===== config.mk =====
export PLATFORM = sky130hd
export DESIGN_NAME = word_byte_serializer
export DESIGN_NICKNAME = d
export VERILOG_FILES = /design/src/rtl/word_serializer_pkg.sv /design/src/rtl/word_byte_serializer.sv
export SDC_FILE = /design/constraint.sdc
export NUM_CORES = 1
export LEC_CHECK = 0
export CAP_MARGIN = 40
export CORE_MARGIN = 2
export CORE_UTILIZATION = 45
export DETAILED_ROUTE_END_ITERATION = 10
export PLACE_DENSITY = 0.77
export SLEW_MARGIN = 20
export SYNTH_ARGS = -nofsm -noshare
export SYNTH_HDL_FRONTEND = slang
export SYNTH_SLANG_ARGS = --single-unit

===== constraint.sdc =====
create_clock -name clock -period 2.65 [get_ports clock]
set_clock_uncertainty 0.05 [all_clocks]
set_input_delay 0.3975 -clock clock [delete_from_list [all_inputs] [get_ports clock]]
set_output_delay 0.3975 -clock clock [all_outputs]
set_load 0.005 [all_outputs]

===== src/rtl/word_serializer_pkg.sv =====
// word_serializer_pkg: shared state type, byte width and counter sizing for the word serializer.
package word_serializer_pkg;
    typedef enum logic {IDLE, SEND} state_t;
    localparam int BYTE_W = 8;
    function automatic int cnt_w(input int nbytes);
        return (nbytes > 1) ? $clog2(nbytes) : 1;
    endfunction
endpackage


===== src/rtl/word_byte_serializer.sv =====
// word_byte_serializer: unloads a WIDTH-bit word one byte per handshake, MSB byte first.
// Defining SERIALIZER_LSB_FIRST_EN emits the least-significant byte first instead.
module word_byte_serializer
    import word_serializer_pkg::*;
#(
    parameter int WIDTH = 32,
    localparam int NBYTES = WIDTH / BYTE_W
) (
    input  logic             clock,
    input  logic             reset,
    input  logic             in_valid,
    output logic             in_ready,
    input  logic [WIDTH-1:0] in_data,
    output logic             out_valid,
    input  logic             out_ready,
    output logic [7:0]       out_data,
    output logic             out_last,
    output logic             busy
);
    localparam int CW = cnt_w(NBYTES);
    if (WIDTH % BYTE_W != 0 || WIDTH < 16) begin : g_bad_width
        $error("WIDTH must be a multiple of 8 and at least 16");
    end
    state_t state_q, state_d;
    logic [WIDTH-1:0] sr_q, sr_d, shifted;
    logic [CW-1:0] cnt_q, cnt_d;
    logic [BYTE_W-1:0] head;
    logic send, last;
`ifdef SERIALIZER_LSB_FIRST_EN
    assign head    = sr_q[BYTE_W-1:0];
    assign shifted = sr_q >> BYTE_W;
`else
    assign head    = sr_q[WIDTH-1 -: BYTE_W];
    assign shifted = sr_q << BYTE_W;
`endif
    assign send      = state_q == SEND;
    assign last      = send && (cnt_q == CW'(NBYTES - 1));
    assign out_valid = send;
    assign busy      = send;
    assign out_last  = last;
    assign out_data  = send ? head : '0;
    // out_ready -> in_ready is the sole combinational path; it enables zero-bubble reloads.
    assign in_ready  = !send || (last && out_ready);
    always_comb begin
        state_d = state_q;
        sr_d    = sr_q;
        cnt_d   = cnt_q;
        if (!send && in_valid) begin
            sr_d    = in_data;
            cnt_d   = '0;
            state_d = SEND;
        end else if (send && out_ready) begin
            if (!last) begin
                sr_d  = shifted;
                cnt_d = cnt_q + CW'(1);
            end else if (in_valid) begin
                sr_d  = in_data;
                cnt_d = '0;
            end else begin
                state_d = IDLE;
            end
        end
    end
    always_ff @(posedge clock or posedge reset) begin
        if (reset) begin
            state_q <= IDLE;
            sr_q    <= '0;
            cnt_q   <= '0;
        end else begin
            state_q <= state_d;
            sr_q    <= sr_d;
            cnt_q   <= cnt_d;
        end
    end
endmodule


==> Yosys cells after proc, flatten, opt, wreduce, memory -nomap -nowiden <==
Cells that the tools add are included.
{ "word_totals": {"ff_bits": 35, "out_inout_bits": 12, "wordCells": 30, "input_bits": 36} }
{ "classes": {"n_eq_ne": 3, "mux": 13, "n_reduce_logical": 10, "n_addsub": 1} }
{ "ops": {"columns": ["operator", "count"], "rows": [
  ["2-to-1 mux 32 bit", 4],
  ["2-to-1 mux 2 bit", 4],
  ["2-to-1 mux 8 bit", 1],
  ["logical AND 1 bit", 4],
  ["2-to-1 mux 1 bit", 4],
  ["nonzero test 2 bit", 2],
  ["inequality test 3 x 2 -> 1 bit (second input constant)", 1],
  ["AND reduction 3 bit", 1],
  ["adder 2 x 1 -> 2 bit (second input constant)", 1],
  ["equality test 2 bit (second input constant)", 1],
  ["inequality test 2 x 1 -> 1 bit (second input constant)", 1],
  ["AND reduction 2 bit", 1],
  ["zero test 1 bit", 1],
  ["logical OR 1 bit", 1]
]} }

==> Logic depth before layout (Yosys ltp) <==
{ "logic_depth": {"word_depth": 5, "mapped_depth": 5, "mapped_depth_nobuf": 4} }

==> Least setup slack after synthesis <==
No wires, ideal clock.
{ "synth_path": {"path_type": "reg2reg", "startpoint": "reg cnt_q[0]", "endpoint": "reg sr_q[10]", "setup_time_ps": 125, "period_less_slack_ps": 1898, "path_stages_with_launch": 6, "arrival_ps": 1724, "required_time_ps": 2475, "path_slack_ps": 752, "n_path_buf": 1, "path_cell_list": "dfrtp_1 -> ha_1 -> mux2i_2 -> buf_6 -> mux2_1 -> mux2_2"} }
{ "synth_between": {"elab_chain_cells": 5, "word_cells_on_any_way": 7, "cone_classes": "2 x eq/ne; 3 x mux; 2 x reduce/logical"} }
{ "synth_rtl": {"columns": ["item", "line", "source"], "rows": [
  ["start, declared", "word_byte_serializer.sv:26", "logic [CW-1:0] cnt_q, cnt_d;"],
  ["start signal, assigned", "word_byte_serializer.sv:72", "cnt_q <= cnt_d;"],
  ["equality test 2 bit *", "word_byte_serializer.sv:37", "assign last = send && (cnt_q == CW'(NBYTES - 1));"],
  ["logical AND 1 bit *", "word_byte_serializer.sv:37", null],
  ["2-to-1 mux 32 bit", "word_byte_serializer.sv:53", "if (!last) begin"],
  ["2-to-1 mux 32 bit", "word_byte_serializer.sv:52", "end else if (send && out_ready) begin"],
  ["2-to-1 mux 32 bit", "word_byte_serializer.sv:48", "if (!send && in_valid) begin"],
  ["end signal, assigned", "word_byte_serializer.sv:71", "sr_q <= sr_d;"],
  ["end, declared", "word_byte_serializer.sv:25", "logic [WIDTH-1:0] sr_q, sr_d, shifted;"]
]} }
Mark *: on every way between the ends. The rest lies on a longest branch, timed or not. The select of a mux whose other input is x is not followed.
A chain may end at the register's enable or synchronous reset.

==> Final worst setup path <==
{ "layout_path": {"startpoint": "reg state_q, in the netlist busy", "endpoint": "out out_data[3]"} }
{ "layout_between": {"elab_chain_cells": 1} }
{ "layout_rtl": {"columns": ["item", "line", "source"], "rows": [
  ["start, declared", "word_byte_serializer.sv:24", "state_t state_q, state_d;"],
  ["start signal, assigned", "word_byte_serializer.sv:70", "state_q <= state_d;"],
  ["2-to-1 mux 8 bit", "word_byte_serializer.sv:41", "assign out_data = send ? head : '0;"],
  ["end, declared", "word_byte_serializer.sv:16", "output logic [7:0] out_data,"]
]} }
No other way between the ends.

==> impl_metrics.csv <==
group,metric,value,unit
timing,relSlewSlack,65.31,%
timing,slew_viol_final,0,
worst_setup_path,endpoint_kind,"output pin",
layout,final_cell_mix,"47 x clkdlybuf4s50_1, 35 x mux2_2, 35 x dfrtp_1",
yosys,netlist_area,1783,um^2
hold_path,hold_depth,1,
yosys,ys_ff_latch,35,
cts,ctsLongestPathBuffers,2,
worst_setup_path,worstSetupPathType,"flip-flop to output pin",
route,wl_met1,1.407,mm
cts,cts_buffers,5,
yosys,synth_area_leader_cell,"dfrtp_1",
grt,track_usage,17.98,%
place,portBuffers,47,
cts,cts_root_buffer,"clkbuf_8",
worst_setup_path,path_max_fanout,16,
cts,post_cts_resized,0,
cts,cts_tree,"done",
die,io_pins,48,
layout,final_common_cell,"clkdlybuf4s50_1",
layout,fin_util,64.24,%
worst_setup_path,r2r-start,"cnt_q[0]",
grt,antenna_found_initial,0,
yosys,synthCells,132,
pwr,vdd_drop_max,0.0005106,V
route,dr_wl_met2,1.760,mm
layout,diodes,0,
worst_setup_path,cp.arrival,1.67,ns
yosys,syn_area_per_cell,13.51,um^2
hold_path,hp-start,"sr_q[31]",
run,drv_cap,0,
route,ant_nets,0,
cts,clk_pin_slew_worst_paths,0.07,ns
grt,grt_max_degree,36,
worst_setup_path,path_cells,"and2_1, clkdlybuf4s50_1",
worst_setup_path,r2r-end,"sr_q[19]",
timing,max_slew.worst_pin.slew,0.5204,ns
timing,fmax,0.4712,GHz
cts,htreeDepth,2,
yosys,syn_nets,169,
worst_setup_path,cp_slowest_cell,"dfrtp_1",
worst_setup_path,slowest_delay,0.67,ns
outcome,outcome,"finished clean",
cts,clock_latency,0.28,ns
worst_setup_path,ff2ff_path_depth,5,
timing,rsz0062_at_grt,"false",
layout,nNetsFinal,218,
place,place_inst,222,
yosys,synth_cell_types,17,
timing,final.min_clock_period,2.122,ns
timing,fin_tns_setup,0,ns
place,dpl.hpwl,2.451,mm
cts,cts_hold_buf,0,
layout,n_fill_cell,305,
route,wl_per_cell,14.62,um
place,gp_congestion,0.7046,
route,viasPerCell,5.057,
layout,layout-drive-gt1-share,25.82,%
pwr,leakagePower,1.103,nW
route,drt-total-wl,3.363,mm
yosys,synth.yosys.seq_area_share,49.12,%
die,initial_core_util,47.63,%
timing,post-route-period-util,80.09,%
cts,cts_setup_buffers,0,
timing,finalSetupViolations,0,
worst_setup_path,rrSetupSlack,0.57,ns
die,fp.dieArea,4482,um^2
cts,clock_sinks,35,
grt,grt_pass1_vias,1318,
yosys,synth_warnings,0,
die,core_area,3744,um^2
layout,area_growth,34.88,%
route,drt_pass1_iterations,4,
route,drcViolationCount,0,
worst_setup_path,critPathRequiredTime,2.20,ns
hold_path,hp-class,"flip-flop to flip-flop",
grt,grt_pass1_wl,5.871,mm
route,top_layer_used,"met4",
hold_path,min_to,"sr_q[31]",
route,drt_iter0_drc,54,
layout,finalNonFillerCells,230,
route,vias,1163,
grt,overflow,0,
yosys,yosys.area.top_type_share,49.12,%
die,rows,22,
pwr,p_per_area,967.5,nW/um^2
timing,final_hold_viol_count,0,
die,fp.dieW,66.95,um
route,wl_met3,161,um
pwr,fin_total_pwr,2.327,mW
worst_setup_path,startpoint_type,"flip-flop",
yosys,synth.area.top_cells,"dfrtp_1 49%, mux2_2 22%, mux2_1 13%",
die,die_y,66.95,um
## sequential cells by signal, summed over array words and instances, names as in the netlist
name   count
busy       1
cnt_q      2
sr_q      32
## metal layers
metal  up-vias  global-route usage, %
li1        555                      -
met3         4                  4.392
met1       577                  19.78
met5         -                      0
met4         0                  6.888
met2        27                  33.00
## logic make-up after synthesis
group / Yosys count / synth area share (%)
and+or+nand+nor: 24 / 7.859
DFF: 35 / 49.12
AOI/OAI and AO/OA: 2 / 1.053
muxes: 59 / 37.26
adders and majority gates: 1 / 0.7016
buffers and inverters: 11 / 4.000
## metrics by stage
stage | setup WS (ns) | cell area (um^2) | hold slack (ns)
2_1_floorplan | 0.7516 | 1783 | 0.4221
3_3_place_gp | 0.5611 | 2305 | 0.4352
3_5_place_dp | 0.5228 | 2305 | 0.4384
4_1_cts | 0.4865 | 2405 | 0.4530
5_1_grt | 0.3950 | 2405 | 0.4791
6_report | 0.5277 | 2405 | 0.4504
## how the worst max path moves through the flow
stage | from | end | slack (ns)
global placement | in_valid | sr_q[28] | 0.56
global route | busy | out_data[5] | 0.40
floorplan | cnt_q[0] | sr_q[10] | 0.75
CTS | busy | out_data[3] | 0.49
detailed placement | in_valid | sr_q[5] | 0.52
finish | busy | out_data[3] | 0.53
## critical path: cells and delay by family, from the launching register on
kind,cells,cell delay (ns)
flip-flops,1,0.67
buffers and inverters,1,0.50
AND/OR/NAND/NOR,1,0.22
## where the power goes
part / internal [mW] / total [mW] / switching [mW]
combinational: 0.659 / 1.04 / 0.381
clock: 0.237 / 0.409 / 0.172
sequential: 0.757 / 0.877 / 0.120
## layout make-up
cell class	instances	area (um^2)	area share (%)
inverter	3	11.26	0.4683
sequential	35	875.8	36.42
timing repair buffer	50	505.5	21.02
tap	48	60.06	2.497
clock buffer	8	100.1	4.162
multi-input combinational	86	852.1	35.43
## cell usage after synthesis
cell type  instances
nor2b_1            9
buf_2              3
ha_1               1
buf_4              1
a32o_1             1
and2_1             9
buf_6              3
mux2i_2            1
clkbuf_1           1
mux2i_1            2
inv_1              3
dfrtp_1           35
nand2_1            4
nand2b_1           2
mux2_1            21
a21oi_2            1
mux2_2            35
No activity file was read; power rests on OpenSTA's default activity.
